$ cat src/rtl/pipe_adder_pkg.sv
// rtl/pipe_adder_pkg.sv - default geometry and stage-count helper for pipe_adder
package pipe_adder_pkg;

    localparam int DEFAULT_WIDTH = 16;
    localparam int DEFAULT_SEG   = 4;

    function automatic int calc_stages(input int width, input int seg);
        return width / seg;
    endfunction

endpackage

$ cat src/rtl/pipe_adder_seg.sv
// rtl/pipe_adder_seg.sv - one SEG-bit carry segment used by every pipe_adder stage
module adder_seg #(
    parameter int SEG = 4
) (
    input  logic [SEG-1:0] i_a,
    input  logic [SEG-1:0] i_b,
    input  logic           i_ci,
    output logic [SEG-1:0] o_s,
    output logic           o_co,
    output logic           o_ov
);

    logic [SEG:0] w_sum;

    assign w_sum = {1'b0, i_a} + {1'b0, i_b} + {{SEG{1'b0}}, i_ci};
    assign o_s   = w_sum[SEG-1:0];
    assign o_co  = w_sum[SEG];
    // Signed overflow: operands agree in sign and the segment MSB disagrees with them.
    assign o_ov  = (i_a[SEG-1] ~^ i_b[SEG-1]) & (o_s[SEG-1] ^ i_a[SEG-1]);

endmodule

$ cat src/rtl/pipe_adder.sv
// rtl/pipe_adder.sv - segmented carry-pipelined adder/subtractor with valid/ready flow control
module pipe_adder
    import pipe_adder_pkg::*;
#(
    parameter int WIDTH = DEFAULT_WIDTH,
    parameter int SEG   = DEFAULT_SEG
) (
    input  logic             clk,
    input  logic             rst_n,
    input  logic             in_valid,
    output logic             in_ready,
    input  logic [WIDTH-1:0] a,
    input  logic [WIDTH-1:0] b,
    input  logic             cin,
    input  logic             sub,
    output logic             out_valid,
    input  logic             out_ready,
    output logic [WIDTH-1:0] s,
    output logic             cout,
    output logic             ovf
);

    localparam int STAGES = calc_stages(WIDTH, SEG);

    if (WIDTH % SEG != 0) begin : g_bad_width
        $error("pipe_adder: WIDTH must be a multiple of SEG");
    end

    logic             r_vld [STAGES];
    logic [WIDTH-1:0] r_a   [STAGES];
    logic [WIDTH-1:0] r_b   [STAGES];
    logic [WIDTH-1:0] r_sum [STAGES];
    logic             r_c   [STAGES];
    logic             r_ovf;

    logic             w_en;
    logic             w_v_src   [STAGES];
    logic [WIDTH-1:0] w_a_src   [STAGES];
    logic [WIDTH-1:0] w_b_src   [STAGES];
    logic [WIDTH-1:0] w_sum_src [STAGES];
    logic             w_c_src   [STAGES];
    logic [WIDTH-1:0] w_sum_nxt [STAGES];
    logic [SEG-1:0]   w_seg_s   [STAGES];
    logic             w_seg_co  [STAGES];
    logic             w_seg_ov  [STAGES];

    assign w_en     = !r_vld[STAGES-1] || out_ready;
    assign in_ready = w_en;

    // Operands travel right-aligned so each stage always adds the low SEG bits;
    // finished segments enter the sum from the top and settle in place after STAGES shifts.
    always_comb begin
        w_v_src[0]   = in_valid;
        w_a_src[0]   = a;
        w_b_src[0]   = sub ? ~b : b;
        w_c_src[0]   = sub ? 1'b1 : cin;
        w_sum_src[0] = '0;
        for (int k = 1; k < STAGES; k++) begin
            w_v_src[k]   = r_vld[k-1];
            w_a_src[k]   = r_a[k-1];
            w_b_src[k]   = r_b[k-1];
            w_c_src[k]   = r_c[k-1];
            w_sum_src[k] = r_sum[k-1];
        end
        for (int k = 0; k < STAGES; k++) begin
            w_sum_nxt[k] = (w_sum_src[k] >> SEG) | (WIDTH'(w_seg_s[k]) << (WIDTH - SEG));
        end
    end

    for (genvar k = 0; k < STAGES; k++) begin : g_seg
        adder_seg #(.SEG(SEG)) u_seg (
            .i_a  (w_a_src[k][SEG-1:0]),
            .i_b  (w_b_src[k][SEG-1:0]),
            .i_ci (w_c_src[k]),
            .o_s  (w_seg_s[k]),
            .o_co (w_seg_co[k]),
            .o_ov (w_seg_ov[k])
        );
    end

    always_ff @(posedge clk or negedge rst_n) begin
        if (!rst_n) begin
            for (int k = 0; k < STAGES; k++) begin
                r_vld[k] <= 1'b0;
                r_a[k]   <= '0;
                r_b[k]   <= '0;
                r_sum[k] <= '0;
                r_c[k]   <= 1'b0;
            end
            r_ovf <= 1'b0;
        end else if (w_en) begin
            for (int k = 0; k < STAGES; k++) begin
                r_vld[k] <= w_v_src[k];
                r_a[k]   <= w_a_src[k] >> SEG;
                r_b[k]   <= w_b_src[k] >> SEG;
                r_sum[k] <= w_sum_nxt[k];
                r_c[k]   <= w_seg_co[k];
            end
            r_ovf <= w_seg_ov[STAGES-1];
        end
    end

    assign out_valid = r_vld[STAGES-1];
    assign s         = r_sum[STAGES-1];
    assign cout      = r_c[STAGES-1];
    assign ovf       = r_ovf;

endmodule

$ cat config.mk
export PLATFORM = sky130hd
export DESIGN_NAME = pipe_adder
export DESIGN_NICKNAME = d
export VERILOG_FILES = /design/src/rtl/pipe_adder_pkg.sv /design/src/rtl/pipe_adder_seg.sv /design/src/rtl/pipe_adder.sv
export SDC_FILE = /design/constraint.sdc
export NUM_CORES = 1
export LEC_CHECK = 0
export ABC_AREA = 1
export CAP_MARGIN = 40
export CORE_UTILIZATION = 25
export DETAILED_ROUTE_END_ITERATION = 10
export GPL_ROUTABILITY_DRIVEN = 0
export PLACE_DENSITY = 0.42
export SLEW_MARGIN = 25
export SYNTH_ARGS = -nofsm -noshare
export SYNTH_HDL_FRONTEND = slang
export SYNTH_SLANG_ARGS = --single-unit
$ cat constraint.sdc
create_clock -name clk -period 4.3 [get_ports clk]
set_input_delay 1.29 -clock clk [delete_from_list [all_inputs] [get_ports clk]]
set_output_delay 1.29 -clock clk [all_outputs]
set_load 0.1 [all_outputs]
==> flow_metrics.py, run 1 <==
metrics = {
    "power": {
        "sw_frac_of_total_pct": 42.4,
        "power.combinational.fraction_pct": 50.9,
        "p_int_mw": 2.68,
        "powerDensity_nw_per_um2": 799,
        "netSwitchingPower_mw": 1.97,
        "clockPowerShare_pct": 16.3,
        "power.leakage_nw": 2.75,
        "power.share.sequential_pct": 32.8,
        "ir_drop_v": 0.000354,
    },
    "logic_synthesis": {
        "syn_avg_cell_area_sq_um": 9.47,
        "yosys_top_cell_area_share_pct": 53.6,
        "syn-num-nets": 536,
        "synth_sequential_area_ratio_pct": 53.6,
        "syn-instance-count": 478,
        "synth_warn": 0,
        "most_area_consuming_cells_after_synthesis": "sky130_fd_sc_hd__dfrtp_1 (54%), sky130_fd_sc_hd__nand2_1 (15%), sky130_fd_sc_hd__o21ai_0 (5.6%)",
        "synth.distinct_cells": 24,
        "post-synth-top-area-cell": "sky130_fd_sc_hd__dfrtp_1",
        "synth_seq_cells": 97,
        "synth_area_sq_um": 4530,
    },
    "critical_path": {
        "worst_r2r_endpoint": "r_a[33]",
        "criticalPathCategory": "in -> out",
        "beginning_of_the_worst_register_to_register_path": "out_valid",
        "start_kind": "input pin",
        "regToRegSetupSlack_ns": 2.36,
        "endpoint_kind": "output port",
        "r2r.worst_path.cells": 5,
        "maximum_net_fanout_on_the_critical_path": 2,
        "cp_data_arrival_time_ns": 2.18,
        "required_ns": 3.01,
    },
    "cells_and_area": {
        "insertedDiodeCount": 0,
        "layout.cells.most_common_list": "sky130_fd_sc_hd__nand2_1 (176), sky130_fd_sc_hd__dfrtp_1 (97), sky130_fd_sc_hd__clkdlybuf4s50_1 (55), sky130_fd_sc_hd__o21ai_0 (51), sky130_fd_sc_hd__inv_1 (34)",
        "nFillCells": 1750,
        "finish.net_count": 591,
        "drive_gt1_share_pct": 11.0,
        "area_growth_syn_to_layout_pct": 28.4,
        "final_core_util_pct": 33.3,
        "layout.cells.most_common": "sky130_fd_sc_hd__nand2_1",
    },
    "timing": {
        "slew_viol_final": 0,
        "finalCriticalPeriod_ns": 3.47,
        "hold_viol": 0,
        "setup-violations-final": 0,
        "fin_clk_skew_ns": 0.00618,
        "tightestPinTransition_ns": 0.719,
        "setup_total_negative_slack_ns": 0,
        "rsz_0062_raised_after_global_routing": "no",
        "fmaxAchievable_mhz": 288,
        "final.setup.worst_slack_ns": 0.830,
        "finalCritPeriodShare_pct": 80.7,
        "max-slew-margin-rel_pct": 52.1,
    },
    "clock_tree": {
        "clock_tree_from_tritoncts": "done",
        "post-cts-setup-buffer-count": 0,
        "cts_repair_resize_count": 0,
        "ctsLongestPathBuffers": 2,
        "cts_hold_buffers": 0,
        "clk_root_buffer_cell": "sky130_fd_sc_hd__clkbuf_16",
        "clock_sinks": 97,
        "clock_transition_time_at_the_flip_flop_clock_pins_of_the_worst_setup_and_hold_paths_ns": 0.06,
        "clock_insertion_delay_worst_skew_ns": 0.34,
        "htree_num_levels": 3,
        "num_cts_buffers": 9,
    },
    "routing": {
        "drt_wl_total_mm": 8.60,
        "post_drt_via_cell_ratio": 3.96,
        "final_antenna_net_count": 0,
        "detailedRoute.firstIterationViolations": 192,
        "num_vias": 3018,
        "first_pass_iters": 5,
        "route.detailed.drc": 0,
        "routedWlPerCell_microns": 11.3,
    },
    "hold_path": {
        "hold_end": "out_valid",
        "timing.hold.worst_path_depth": 2,
        "hp-class": "reg -> reg",
        "hp-start": "r_vld[1]",
    },
    "global_route": {
        "grt_start_max_net_pins": 84,
        "antenna_violations_before_repair": 0,
        "vias_in_the_first_global_route": 3161,
        "grt-ovfl-total": 0,
        "global_route.usage.total_pct": 10.5,
        "wire_length_of_the_first_global_routing_pass_mm": 15.2,
    },
    "floorplanning": {
        "fp.dieH_microns": 137,
        "core_sq_um": 17500,
        "floorplan.io_pins": 58,
        "die-width_microns": 137,
        "dieArea_sq_um": 18700,
        "row_count": 48,
        "start_util_pct": 25.9,
    },
    "placement": {
        "dp_worst_slack_ns": 0.812,
        "port_buffers": 57,
        "hpwl_after_detailed_placement_mm": 5.84,
    },
    "run_status": {
        "status": "complete, no violations",
    },
    "run": {
        "drv.max_cap_violation_count": 0,
    },
}
cell usage after synthesis (all sizes together):
cell type and instances:
o31ai 2, fa 8, xnor2 12, or2 1, buf 37, nand3 15
a21oi 7, xor2 5, ha 12, o21ai 59, nand2 176, inv 35
dfrtp 97, nor2 10, clkbuf 2
flip-flops by register name, indices dropped and copies added (netlist names):
name / count
r_sum: 24
ovf: 1
r_vld: 3
out_valid: 1
r_a: 24
r_b: 24
s: 16
r_c: 3
cout: 1
worst max-delay path, cell delays in order:
cell and delay, ns:
sky130_fd_sc_hd__clkdlybuf4s50_1 0.45, sky130_fd_sc_hd__nor2_4 0.19, sky130_fd_sc_hd__inv_2 0.08, sky130_fd_sc_hd__buf_12 0.17
power groups by stage:
stage	Sequential, mW	Clock, mW	Combinational (mW)
6_report	1.53	0.758	2.36
5_1_grt	1.59	0.828	2.60
4_1_cts	1.53	0.788	2.39
3_5_place_dp	1.55	0	2.38
3_3_place_gp	1.54	0	1.95
2_1_floorplan	1.57	0	1.60
worst max path at each step:
| stage | slack, ns | cells past startpoint | from | to |
|---|---|---|---|---|
| 4_1_cts | 0.80 | 4 | out_ready | in_ready |
| 2_1_floorplan | 1.20 | 9 | sub | r_c[3] |
| 3_3_place_gp | 0.80 | 4 | out_ready | in_ready |
| 5_1_grt | 0.80 | 4 | out_ready | in_ready |
| 6_report | 0.83 | 4 | out_ready | in_ready |
| 3_5_place_dp | 0.81 | 4 | out_ready | in_ready |
final cells by class:
| type | instances | area [sq um] | share of cell area (%) |
|---|---|---|---|
| timing repair buffer | 83 | 1050 | 18.0 |
| clock buffer | 12 | 267 | 4.58 |
| clock inverter | 3 | 15.0 | 0.258 |
| inverter | 35 | 131 | 2.26 |
| sequential | 97 | 2430 | 41.8 |
| multi-input combinational | 307 | 1640 | 28.3 |
| tap | 225 | 282 | 4.84 |
routing by layer:
metal	share of wire [%]	track usage (%)	routed length [microns]	vias to the layer above
li1	-	-	-	1587
met4	1.7	5.06	146	0
met1	52	14.4	4480	1363
met2	42	15.5	3600	57
met3	4.3	2.37	374	11
met5	0	0	0	-
cells by family after synthesis:
group	Yosys count	share of synthesized area [%]
fa+ha+maj	20	6.85
simple gates	202	17.7
xor+xnor	17	3.29
buf+inv	74	10.1
compound gates	68	8.43
flops	97	53.6
metrics by stage:
| stage | hold slack (ns) | instances | cell area (sq um) | total power [mW] |
|---|---|---|---|---|
| floorplan | 0.420 | 478 | 4530 | 3.17 |
| global placement | 0.433 | 727 | 5110 | 3.49 |
| detailed placement | 0.438 | 746 | 5500 | 3.93 |
| CTS | 0.455 | 761 | 5790 | 4.71 |
| global route | 0.490 | 762 | 5810 | 5.01 |
| finish | 0.446 | 762 | 5810 | 4.65 |
No activity file was read; power rests on OpenSTA's default activity.
==> run 2: changes to the inputs <==
==> constraint.sdc (replaced) <==
create_clock -name clk -period 3.32 [get_ports clk]
set_input_delay 0.996 -clock clk [delete_from_list [all_inputs] [get_ports clk]]
set_output_delay 0.996 -clock clk [all_outputs]
set_load 0.1 [all_outputs]
==> flow_metrics.py, run 2 (synthesis results as in run 1) <==
metrics = {
    "run_status": {
        "status": "complete, no violations",
    },
    "cells_and_area": {
        "sequential_cell_area_sq_um": 2430,
        "layout.cells.non_filler": 740,
        "multi_input_area_sq_um": 1640,
        "nFillCells": 1813,
        "insertedDiodeCount": 0,
        "drive_gt1_share_pct": 10.5,
        "finish.net_count": 571,
        "final_core_util_pct": 30.6,
        "area_growth_syn_to_layout_pct": 18.3,
        "layout.cells.most_common": "sky130_fd_sc_hd__nand2_1",
        "layout.cells.most_common_list": "sky130_fd_sc_hd__nand2_1 (176), sky130_fd_sc_hd__dfrtp_1 (97), sky130_fd_sc_hd__o21ai_0 (51), sky130_fd_sc_hd__clkdlybuf4s50_1 (36), sky130_fd_sc_hd__inv_1 (34)",
        "layout_top_registers": "r_a x24, r_b x24, r_sum x24",
    },
    "floorplanning": {
        "floorplan.io_pins": 58,
        "core_sq_um": 17500,
        "start_util_pct": 25.9,
        "row_count": 48,
        "fp.dieH_microns": 137,
        "dieArea_sq_um": 18700,
        "die-width_microns": 137,
    },
    "timing": {
        "max-slew-margin-rel_pct": 71.9,
        "final.setup.worst_slack_ns": 0.472,
        "hold_viol": 0,
        "hold_slack_ns": 0.459,
        "fin_clk_skew_ns": 0.00541,
        "fmaxAchievable_mhz": 351,
        "setup-violations-final": 0,
        "slew_viol_final": 0,
        "finalCriticalPeriod_ns": 2.85,
        "setup_total_negative_slack_ns": 0,
        "rsz_0062_raised_after_global_routing": "no",
        "finalCritPeriodShare_pct": 85.8,
        "tightestPinTransition_ns": 0.421,
    },
    "routing": {
        "detailedRoute.firstIterationViolations": 195,
        "route.detailed.drc": 0,
        "drt_wl_total_mm": 8.67,
        "routedWlPerCell_microns": 11.7,
        "num_vias": 2947,
        "first_pass_iters": 4,
        "post_drt_via_cell_ratio": 3.98,
        "final_antenna_net_count": 0,
    },
    "power": {
        "ir_drop_v": 0.000305,
        "power.leakage_nw": 2.57,
        "powerDensity_nw_per_um2": 1010,
    },
    "clock_tree": {
        "clock_tree_from_tritoncts": "done",
        "ctsLongestPathBuffers": 2,
        "cts_repair_resize_count": 0,
        "clk_root_buffer_cell": "sky130_fd_sc_hd__clkbuf_16",
        "clock_sinks": 97,
        "num_cts_buffers": 9,
        "clock_transition_time_at_the_flip_flop_clock_pins_of_the_worst_setup_and_hold_paths_ns": 0.06,
        "clock_insertion_delay_worst_skew_ns": 0.33,
        "post-cts-setup-buffer-count": 0,
        "htree_num_levels": 3,
        "cts_hold_buffers": 0,
    },
    "critical_path": {
        "worst_r2r_endpoint": "r_c[2]",
        "maximum_net_fanout_on_the_critical_path": 2,
        "endpoint_kind": "output port",
        "beginning_of_the_worst_register_to_register_path": "r_c[3]",
        "start_kind": "input pin",
        "criticalPathCategory": "in -> out",
        "r2r.worst_path.cells": 6,
        "cp_data_arrival_time_ns": 1.85,
        "required_ns": 2.32,
        "regToRegSetupSlack_ns": 1.53,
    },
    "global_route": {
        "grt-ovfl-total": 0,
        "vias_in_the_first_global_route": 3098,
        "wire_length_of_the_first_global_routing_pass_mm": 15.2,
        "grt_start_max_net_pins": 84,
        "global_route.usage.total_pct": 10.4,
        "antenna_violations_before_repair": 0,
    },
    "placement": {
        "placed_cells": 726,
        "dp_worst_slack_ns": 0.172,
        "hpwl_after_detailed_placement_mm": 5.82,
        "port_buffers": 57,
    },
    "run": {
        "drv.max_cap_violation_count": 0,
    },
    "hold_path": {
        "hp-class": "reg -> reg",
        "hp-start": "r_vld[1]",
        "hold_end": "out_valid",
        "timing.hold.worst_path_depth": 2,
    },
}
[run 2: area by class of cell]
cell class,count,area share [%]
Clock inverter,1,0.0935
Clock buffer,12,4.60
Sequential cell,97,45.3
Inverter,35,2.45
Multi-Input combinational cell,307,30.7
Timing Repair Buffer,63,11.6
Tap cell,225,5.26
[run 2: through the flow]
stage | cell area, sq um | power (mW)
after global routing | 5360 | 5.86
final | 5360 | 5.40
after CTS | 5340 | 5.49
after floorplan | 4530 | 4.10
after global placement | 5060 | 4.49
after detailed placement | 5080 | 4.54
[run 2: critical path: stages]
cell	delay [ns]
sky130_fd_sc_hd__clkdlybuf4s50_1	0.50
sky130_fd_sc_hd__nor2_4	0.06
sky130_fd_sc_hd__inv_2	0.11
sky130_fd_sc_hd__buf_12	0.18
[run 2: report_power, final]
group	total [mW]	switching, mW	internal (mW)	leakage (nW)
registers	1.98	0.271	1.70	1.18
logic	2.51	1.77	0.738	1.27
clock network	0.917	0.402	0.515	0.124
total	5.40	2.44	2.96	2.57
[run 2: worst max path at each step]
stage          slack [ns]       from  cells after the start       end
2_1_floorplan        0.51        sub                      9    r_c[3]
3_3_place_gp         0.20        sub                      8    r_c[3]
3_5_place_dp         0.17        sub                      8    r_c[3]
4_1_cts              0.44  out_ready                      4  in_ready
5_1_grt              0.41        sub                      8    r_c[3]
6_report             0.47  out_ready                      4  in_ready
[run 2: routing by layer]
metal | track usage (%) | share of wire (%)
met1 | 14.8 | 54
met2 | 15.2 | 41
met3 | 1.44 | 3.1
met4 | 5.37 | 1.9
met5 | 0 | 0
